File: src/rtl/fetch_unit_pkg.sv
// Shared processor package: fetch FSM state encoding, default NOP word
// and the sequential program-counter step used by the fetch unit.
package fetch_unit_pkg;

    typedef enum logic [1:0] {
        IDLE = 2'd0,
        REQ  = 2'd1,
        FULL = 2'd2
    } fetch_state_t;

    localparam logic [31:0] DEFAULT_NOP_INSTR = 32'h0000_0000;
    localparam logic [31:0] INSTR_BYTES       = 32'd4;

    // Sequential successor of an instruction address, wrapping modulo 2^32.
    function automatic logic [31:0] next_seq_pc(input logic [31:0] pc);
        return pc + INSTR_BYTES;
    endfunction

endpackage

File: src/rtl/fetch_unit_branch_target_calc.sv
// Branch target computation: either the register-bank link value or the
// PC-relative target, where the offset is counted in words.
module branch_target_calc (
    input  logic [31:0] pc,
    input  logic [31:0] offset_words,
    input  logic [31:0] link_addr,
    input  logic        to_link,
    output logic [31:0] target
);

    // Word offset becomes a byte offset; the sum wraps modulo 2^32.
    always_comb begin
        target = pc + (offset_words << 2);
        if (to_link) begin
            target = link_addr;
        end
    end

endmodule

File: src/rtl/fetch_unit.sv
// Single-outstanding-request instruction fetch unit. Holds one fetched
// instruction for decode and redirects the next fetch on taken branches.
// No fetch is ever speculative, so a redirect never needs a flush.
module fetch_unit
    import fetch_unit_pkg::*;
#(
    parameter logic [31:0] RESET_PC  = 32'h0000_0000,
    parameter logic [31:0] NOP_INSTR = DEFAULT_NOP_INSTR
) (
    input  logic        clk,
    input  logic        rst,
    output logic        imem_req,
    output logic [31:0] imem_addr,
    input  logic [31:0] imem_rdata,
    input  logic        imem_valid,
    input  logic        stall,
    input  logic        should_branch,
    input  logic        should_branch_to_link,
    input  logic        should_store_link,
    input  logic        cond_pass,
    input  logic [31:0] extended_immediate,
    input  logic [31:0] link_addr,
    output logic [31:0] instr_out,
    output logic        instr_valid,
    output logic [31:0] pc_out,
    output logic        link_we,
    output logic [31:0] link_pc
);

    fetch_state_t state;
    fetch_state_t state_next;

    logic [31:0] fetch_pc;
    logic [31:0] instr_reg;
    logic [31:0] branch_target;
    logic        accept;
    logic        consume;
    logic        taken;

    branch_target_calc u_target (
        .pc           (pc_out),
        .offset_words (extended_immediate),
        .link_addr    (link_addr),
        .to_link      (should_branch_to_link),
        .target       (branch_target)
    );

    // State register; reset abandons any outstanding request.
    always_ff @(posedge clk or negedge rst) begin
        if (!rst) begin
            state <= IDLE;
        end else begin
            state <= state_next;
        end
    end

    // Next-state decode plus the handshake and branch strobes.
    always_comb begin
        state_next  = state;
        imem_req    = 1'b0;
        instr_valid = 1'b0;
        accept      = 1'b0;
        consume     = 1'b0;
        case (state)
            IDLE: begin
                state_next = REQ;
            end
            REQ: begin
                imem_req = 1'b1;
                if (imem_valid) begin
                    accept     = 1'b1;
                    state_next = FULL;
                end
            end
            FULL: begin
                instr_valid = 1'b1;
                if (!stall) begin
                    consume    = 1'b1;
                    state_next = REQ;
                end
            end
            default: begin
                state_next = IDLE;
            end
        endcase
        taken   = consume && should_branch && cond_pass;
        link_we = taken && should_store_link;
    end

    // Fetch address, held instruction and its address.
    always_ff @(posedge clk or negedge rst) begin
        if (!rst) begin
            fetch_pc  <= RESET_PC;
            pc_out    <= RESET_PC;
            instr_reg <= NOP_INSTR;
        end else if (accept) begin
            instr_reg <= imem_rdata;
            pc_out    <= fetch_pc;
            fetch_pc  <= next_seq_pc(fetch_pc);
        end else if (taken) begin
            fetch_pc  <= branch_target;
        end
    end

    // Address outputs and the NOP substitution while nothing is held.
    always_comb begin
        imem_addr = fetch_pc;
        link_pc   = next_seq_pc(pc_out);
        instr_out = NOP_INSTR;
        if (instr_valid) begin
            instr_out = instr_reg;
        end
    end

endmodule
File: config.mk
export PLATFORM = sky130hd
export DESIGN_NAME = fetch_unit
export DESIGN_NICKNAME = d
export VERILOG_FILES = /design/src/rtl/fetch_unit_pkg.sv /design/src/rtl/fetch_unit_branch_target_calc.sv /design/src/rtl/fetch_unit.sv
export SDC_FILE = /design/constraint.sdc
export NUM_CORES = 1
export LEC_CHECK = 0
export ABC_AREA = 1
export ABC_CLOCK_PERIOD_IN_PS = 5060
export CORE_AREA = 2 2 171 122
export DETAILED_ROUTE_END_ITERATION = 12
export DIE_AREA = 0 0 173 124
export PLACE_DENSITY = 0.74
export SETUP_SLACK_MARGIN = 0.3
export SLEW_MARGIN = 10
export SYNTH_ARGS = -nofsm -noshare
export SYNTH_HDL_FRONTEND = slang
export SYNTH_SLANG_ARGS = --single-unit
File: constraint.sdc
create_clock -name clk -period 5.06 [get_ports clk]
set_input_delay 1.518 -clock clk [delete_from_list [all_inputs] [get_ports clk]]
set_output_delay 1.518 -clock clk [all_outputs]
set_load 0.05 [all_outputs]
# Word level (Yosys, flattened, before mapping)

Cells that the tools add are included.

Logic and storage cells: 30
Register bits: 98

Reduce and logical (&&, ||, !) cells: 6
Add/sub/neg operators: 3
Multiplexer cells: 13
Equal/unequal tests: 4

Operator list:

| operator              | count |
|---|---|
| $mux 32               | 4 |
| $add 32x3->32 const B | 2 |
| $add 32x32->32        | 1 |
| $mux 1                | 6 |
| $pmux 2 s3            | 1 |
| $mux 2                | 2 |
| $ne 2x2->1 const B    | 2 |
| $logic_and 1x1->1     | 3 |
| $eq 2x1->1 const B    | 1 |
| $eq 2x2->1 const B    | 1 |
| $logic_not 2->1       | 1 |
| $reduce_and 2->1      | 1 |
| $reduce_bool 2->1     | 1 |

# Logic depth before layout (Yosys ltp)

Word-level depth: 6
Depth in mapped cells: 15

# By module

A second synthesis with hierarchy kept.

Cell total of the unflattened synthesis: 1333
Area total of the unflattened synthesis: 8286.7 sq um

Modules (own cells, without submodules):

| module             | seq. area each (sq um) | area each (sq um) | instances | cells an instance |
|---|---|---|---|---|
| fetch_unit         | 2452.4                 | 5662.9            | 1         | 796 |
| branch_target_calc | 0.0                    | 2623.8            | 1         | 537 |

# Worst setup path after synthesis

No wires, ideal clock.

Path type: flip-flop to output port
From: register pc_out[3]
To: output link_pc[28]
Cell stages (with the launch flop): 12
Path buffers: 0
Setup slack: 0.729 ns
Arrival: 2.813 ns
Cells stage by stage: dfrtp_1 > ha_1 > nand3_2 > nor2_2 > nand2_2 > nor3_4 > nand3_4 > nor2_4 > nand2_2 > nor2_4 > nand2_1 > xor2_1

Cells in the longest elaborated chain, start to end: 1

Ends and longest elaborated chain:

| what                     | line                 | source |
|---|---|---|
| start: declaration       | fetch_unit.sv:25     | `output logic [31:0] pc_out,` |
| start signal: assignment | fetch_unit.sv:98     | `pc_out <= fetch_pc;` |
| $add 32x3->32            | fetch_unit_pkg.sv:16 | `return pc + INSTR_BYTES;` |
| end: declaration         | fetch_unit.sv:27     | `output logic [31:0] link_pc` |

No other way between the ends.

# Worst setup path after layout

From: register pc_out[3]
To: output link_pc[21]

Same word-level chain as after synthesis.

==> summary.md <==
| Metric | Value |
|---|---|
| Run status | `finished clean` |
| Transition time at the pin with the least slew margin | `0.903 ns` |
| Cell chosen for the clock root | `clkbuf_16` |
| Dpl ws | `0.501 ns` |
| Mean Syn Cell Area | `~6.5 um^2` |
| Shortest period the worst path allows | `4.61 ns` |
| Number of setup buffers added after CTS | `0` |
| Post-route clock period utilization | `91.1%` |
| Pre-antenna DRT Iters | `8` |
| WL per Instance | `16.4 um` |
| Gate count of the mapped netlist | `1208` |
| Critical path type | `register to primary output` |
| Final routed wirelength across all metal layers | `27800 um` |
| Worst VDD drop | `just under 0.6 mV` |
| Largest family of logic cells by synthesized area | `simple AND/OR/NAND/NOR gates` |
| Synth Area in Compound Gates | `a little over an eighth` |
| Slowest stage cell on the critical path | `clkdlybuf4s50_1` |
| Cell chain of the critical path | `nand3_2 -> nor3_2 -> nand3_2 -> nor3_2 -> nand4_1 -> xor2_1 -> clkdlybuf4s50_1` |
| Net count of the mapped netlist | `1344` |
| Async SR Flop Fraction | `100%` |
| Largest fanout of any net on the critical path | `6` |
| Detail-routed via count per cell | `5.11` |
| Path category of the worst min-delay check | `register to register` |
| Leading register cell type out of synthesis | `dfrtp_1` |
| Share of synthesized area spent on multiplexers | `0%` |
| Critical path startpoint category | `register` |
| Final GP Congestion | `0.950` |
| Clock transition at the register clock pins on the worst setup and hold paths after CTS | `0.07 ns` |
| Final-report hold violation count | `0` |
| Number of I/O pins | `235` |
| Overflow left after global routing | `0` |
| Total of fill cells in the finished design | `1941` |
| Residual antenna-violating net count after detailed routing | `0` |
| Maximum cell stage delay along the critical path | `between 0.8 and 0.9 ns` |
| Die width | `173 um` |
| Clock buffers created by TritonCTS | `9` |
| Endpoint required time on the critical path | `~3.5 ns` |
| Worst max-slew margin expressed relative to the limit | `39.8%` |
| Cell area power density | `708 nW/um^2` |
| Static leakage | `5.24 nW` |
| Buffers from clock root to sink, at most | `2` |
| Setup TNS | `0 ns` |
| Maximum level of the CTS H-tree | `3` |
| Achievable Freq | `217 MHz` |
| Largest net degree at the start of global routing | `97` |
| Number of global-route vias before repair | `7943` |
| DRT iter0 DRCs | `831` |
| Source-to-sink clock delay at the later pin of the worst-skew pair | `0.35 ns` |
| Synth unique cells | `39` |
| Total clock sinks | `98` |
| Summed instance area of the synthesized netlist | `7820 um^2` |
| Number of enable flip-flop cells after synthesis | `0` |
| Setup WS post-layout | `0.448 ns` |
| Register area share after synthesis | `a little under a third` |
| Die ar. | `21500 um^2` |
| Buffers and inverters on the worst path | `1` |
| Synthesis warning total | `0` |
| Unrepaired setup endpoints after global routing | `no` |
| Fraction of the mapped netlist area in simple logic gates | `roughly a third` |
| Overall die height | `~120 um` |
| Inserted Diodes | `0` |
| Proportion of layout cells with a drive suffix above 1 | `3.22%` |
| Number of antenna violations at the first check in global routing | `0` |
| Post-Synth XOR/XNOR Area | `6.05%` |
| Endpoint kind of the worst setup timing path | `primary output` |
| Number of register bits inferred by synthesis | `between 90 and 100` |
| Global-route wire length before repair | `~43000 um` |
| Register area | `2450 um^2` |
| DRC viols | `0` |
| FP Rows | `43` |
| Post-route insts no fill | `between 1500 and 2000` |
| CP delay by family, top | `simple AND/OR/NAND/NOR gates` |
| Nets | `1560` |
| Total area of multi-input combinational cells | `4500 um^2` |
| Adder-Cell Fraction of Synth Area | `5.22%` |
| TritonCTS clock tree | `yes` |
| Total count of max-transition violations in the final report | `0` |
| Number of vias in the routed layout | `8690` |
| Number of buffers added to fix hold violations after cts | `0` |
| Estimated wirelength of the detail-placed design | `21800 um` |
| Count of input and output buffers | `about 230` |
| Initial Utilization | `39.7%` |
| Clock tree skew after final layout | `0.00980 ns` |
| CTS resizes | `3` |
| Arrival time worst endpoint | `slightly above 3 ns` |
| Total track usage | `about a quarter` |
| Relative area change from synthesis to final layout | `37.3%` |
| Final number of setup-violating endpoints | `0` |
| Number of cells after detailed placement | `1683` |
| Core box area | `19700 um^2` |
| Maximum Capacitance Violations | `0` |
-- worst paths after layout --
kind | end | start | slack (ns) | cells past startpoint
worst min-delay path | pc_out[1]$_DFFE_PN0P_ | imem_addr[1]$_DFFE_PN0P_ | 0.50 | 2
worst max-delay path | link_pc[21] | pc_out[3]$_DFFE_PN0P_ | 0.45 | 7
worst min register to register | pc_out[1]$_DFFE_PN0P_ | imem_addr[1]$_DFFE_PN0P_ | 0.50 | 2
max in group asynchronous | imem_addr[18]$_DFFE_PN0P_ | rst | 2.97 | 2
worst max register to register | imem_addr[29]$_DFFE_PN0P_ | pc_out[10]$_DFFE_PN0P_ | 2.62 | 14
min in group asynchronous | instr_reg[23]$_DFFE_PN0P_ | rst | 1.22 | 1
-- cell usage in the layout (no fill, tap or decap), drive strengths merged, types with 11 or more instances in the layout --
| cell type | Yosys | final |
|---|---|---|
| clkdlybuf4s50 | 0 | 223 |
| o21bai | 18 | 18 |
| nand4 | 14 | 14 |
| xor2 | 43 | 43 |
| nor2 | 135 | 135 |
| xnor2 | 11 | 11 |
| inv | 192 | 193 |
| nand2 | 349 | 349 |
| dfrtp | 98 | 98 |
| a21oi | 50 | 50 |
| nor3 | 33 | 33 |
| o21ai | 102 | 102 |
| ha | 31 | 31 |
| nand3 | 60 | 60 |
-- through the flow --
step / utilization (%) / hold slack, ns / total power, W / area [um^2]
4_1_cts: 54.5 / 0.499 / 0.00760 / 10700
3_5_place_dp: 52.9 / 0.485 / 0.00682 / 10400
5_1_grt: 54.5 / 0.520 / 0.00813 / 10700
2_1_floorplan: - / 0.458 / 0.00509 / 7820
3_3_place_gp: 52.9 / 0.475 / 0.00676 / 10400
6_report: 54.5 / 0.496 / 0.00760 / 10700
-- cell families (layout without fill, tap and decap cells) --
group,after synthesis,count (layout)
compound gates,194,194
xor+xnor,54,54
fa+ha+maj,32,32
buf+inv,229,450
flops,98,98
simple gates,601,601
-- cell usage after synthesis, types with 3 or more instances --
master	n	area, um^2
nand2_1	347	1300
inv_1	190	713
nor2_1	130	488
o21ai_0	102	510
dfrtp_1	98	2450
nand3_1	53	265
a21oi_1	50	250
xor2_1	43	377
ha_1	31	388
clkbuf_1	30	113
nor3_1	29	145
o21bai_1	18	135
nand4_1	14	87.6
xnor2_1	11	96.3
a31oi_1	10	62.6
nand3_2	6	60.1
a22oi_1	5	37.5
nor2_4	4	45.0
buf_2	3	15.0
nor3b_1	3	22.5
o211ai_1	3	22.5
-- power by group --
part	leakage [nW]	switching, W	internal (W)
clock network	0.149	0.000312	0.000435
logic	3.91	0.00355	0.00163
registers	1.18	0.000517	0.00116
total	5.24	0.00438	0.00323
-- worst reg2reg max path: stages (launching register included) --
cell	delay, ns
dfrtp_1	0.48
buf_4	0.21
ha_1	0.34
nand2_1	0.09
nand2_1	0.06
a21oi_1	0.25
nand3_1	0.27
nand2_1	0.18
nand2_1	0.07
nand2_1	0.07
nand3_1	0.08
nand2_1	0.08
nand2_1	0.05
nand2_1	0.05
nand2_1	0.05
-- layout make-up --
cell class | count | share of cell area (%)
Multi-Input combinational cell | 881 | 41.9
Sequential cell | 98 | 22.8
Timing Repair Buffer | 241 | 22.4
Inverter | 193 | 6.75
Tap cell | 270 | 3.15
Clock buffer | 10 | 2.13
Clock inverter | 6 | 0.827
-- routing by layer --
| layer | vias up | global-route usage, % | part of all wire [%] |
|---|---|---|---|
| met5 | - | 0 | 0 |
| met4 | 0 | 4.18 | 1.1 |
| met3 | 24 | 5.40 | 9.5 |
| met2 | 405 | 38.6 | 41 |
| met1 | 4017 | 38.4 | 48 |
| li1 | 4244 | - | - |
(Power assumes the default switching activity.)
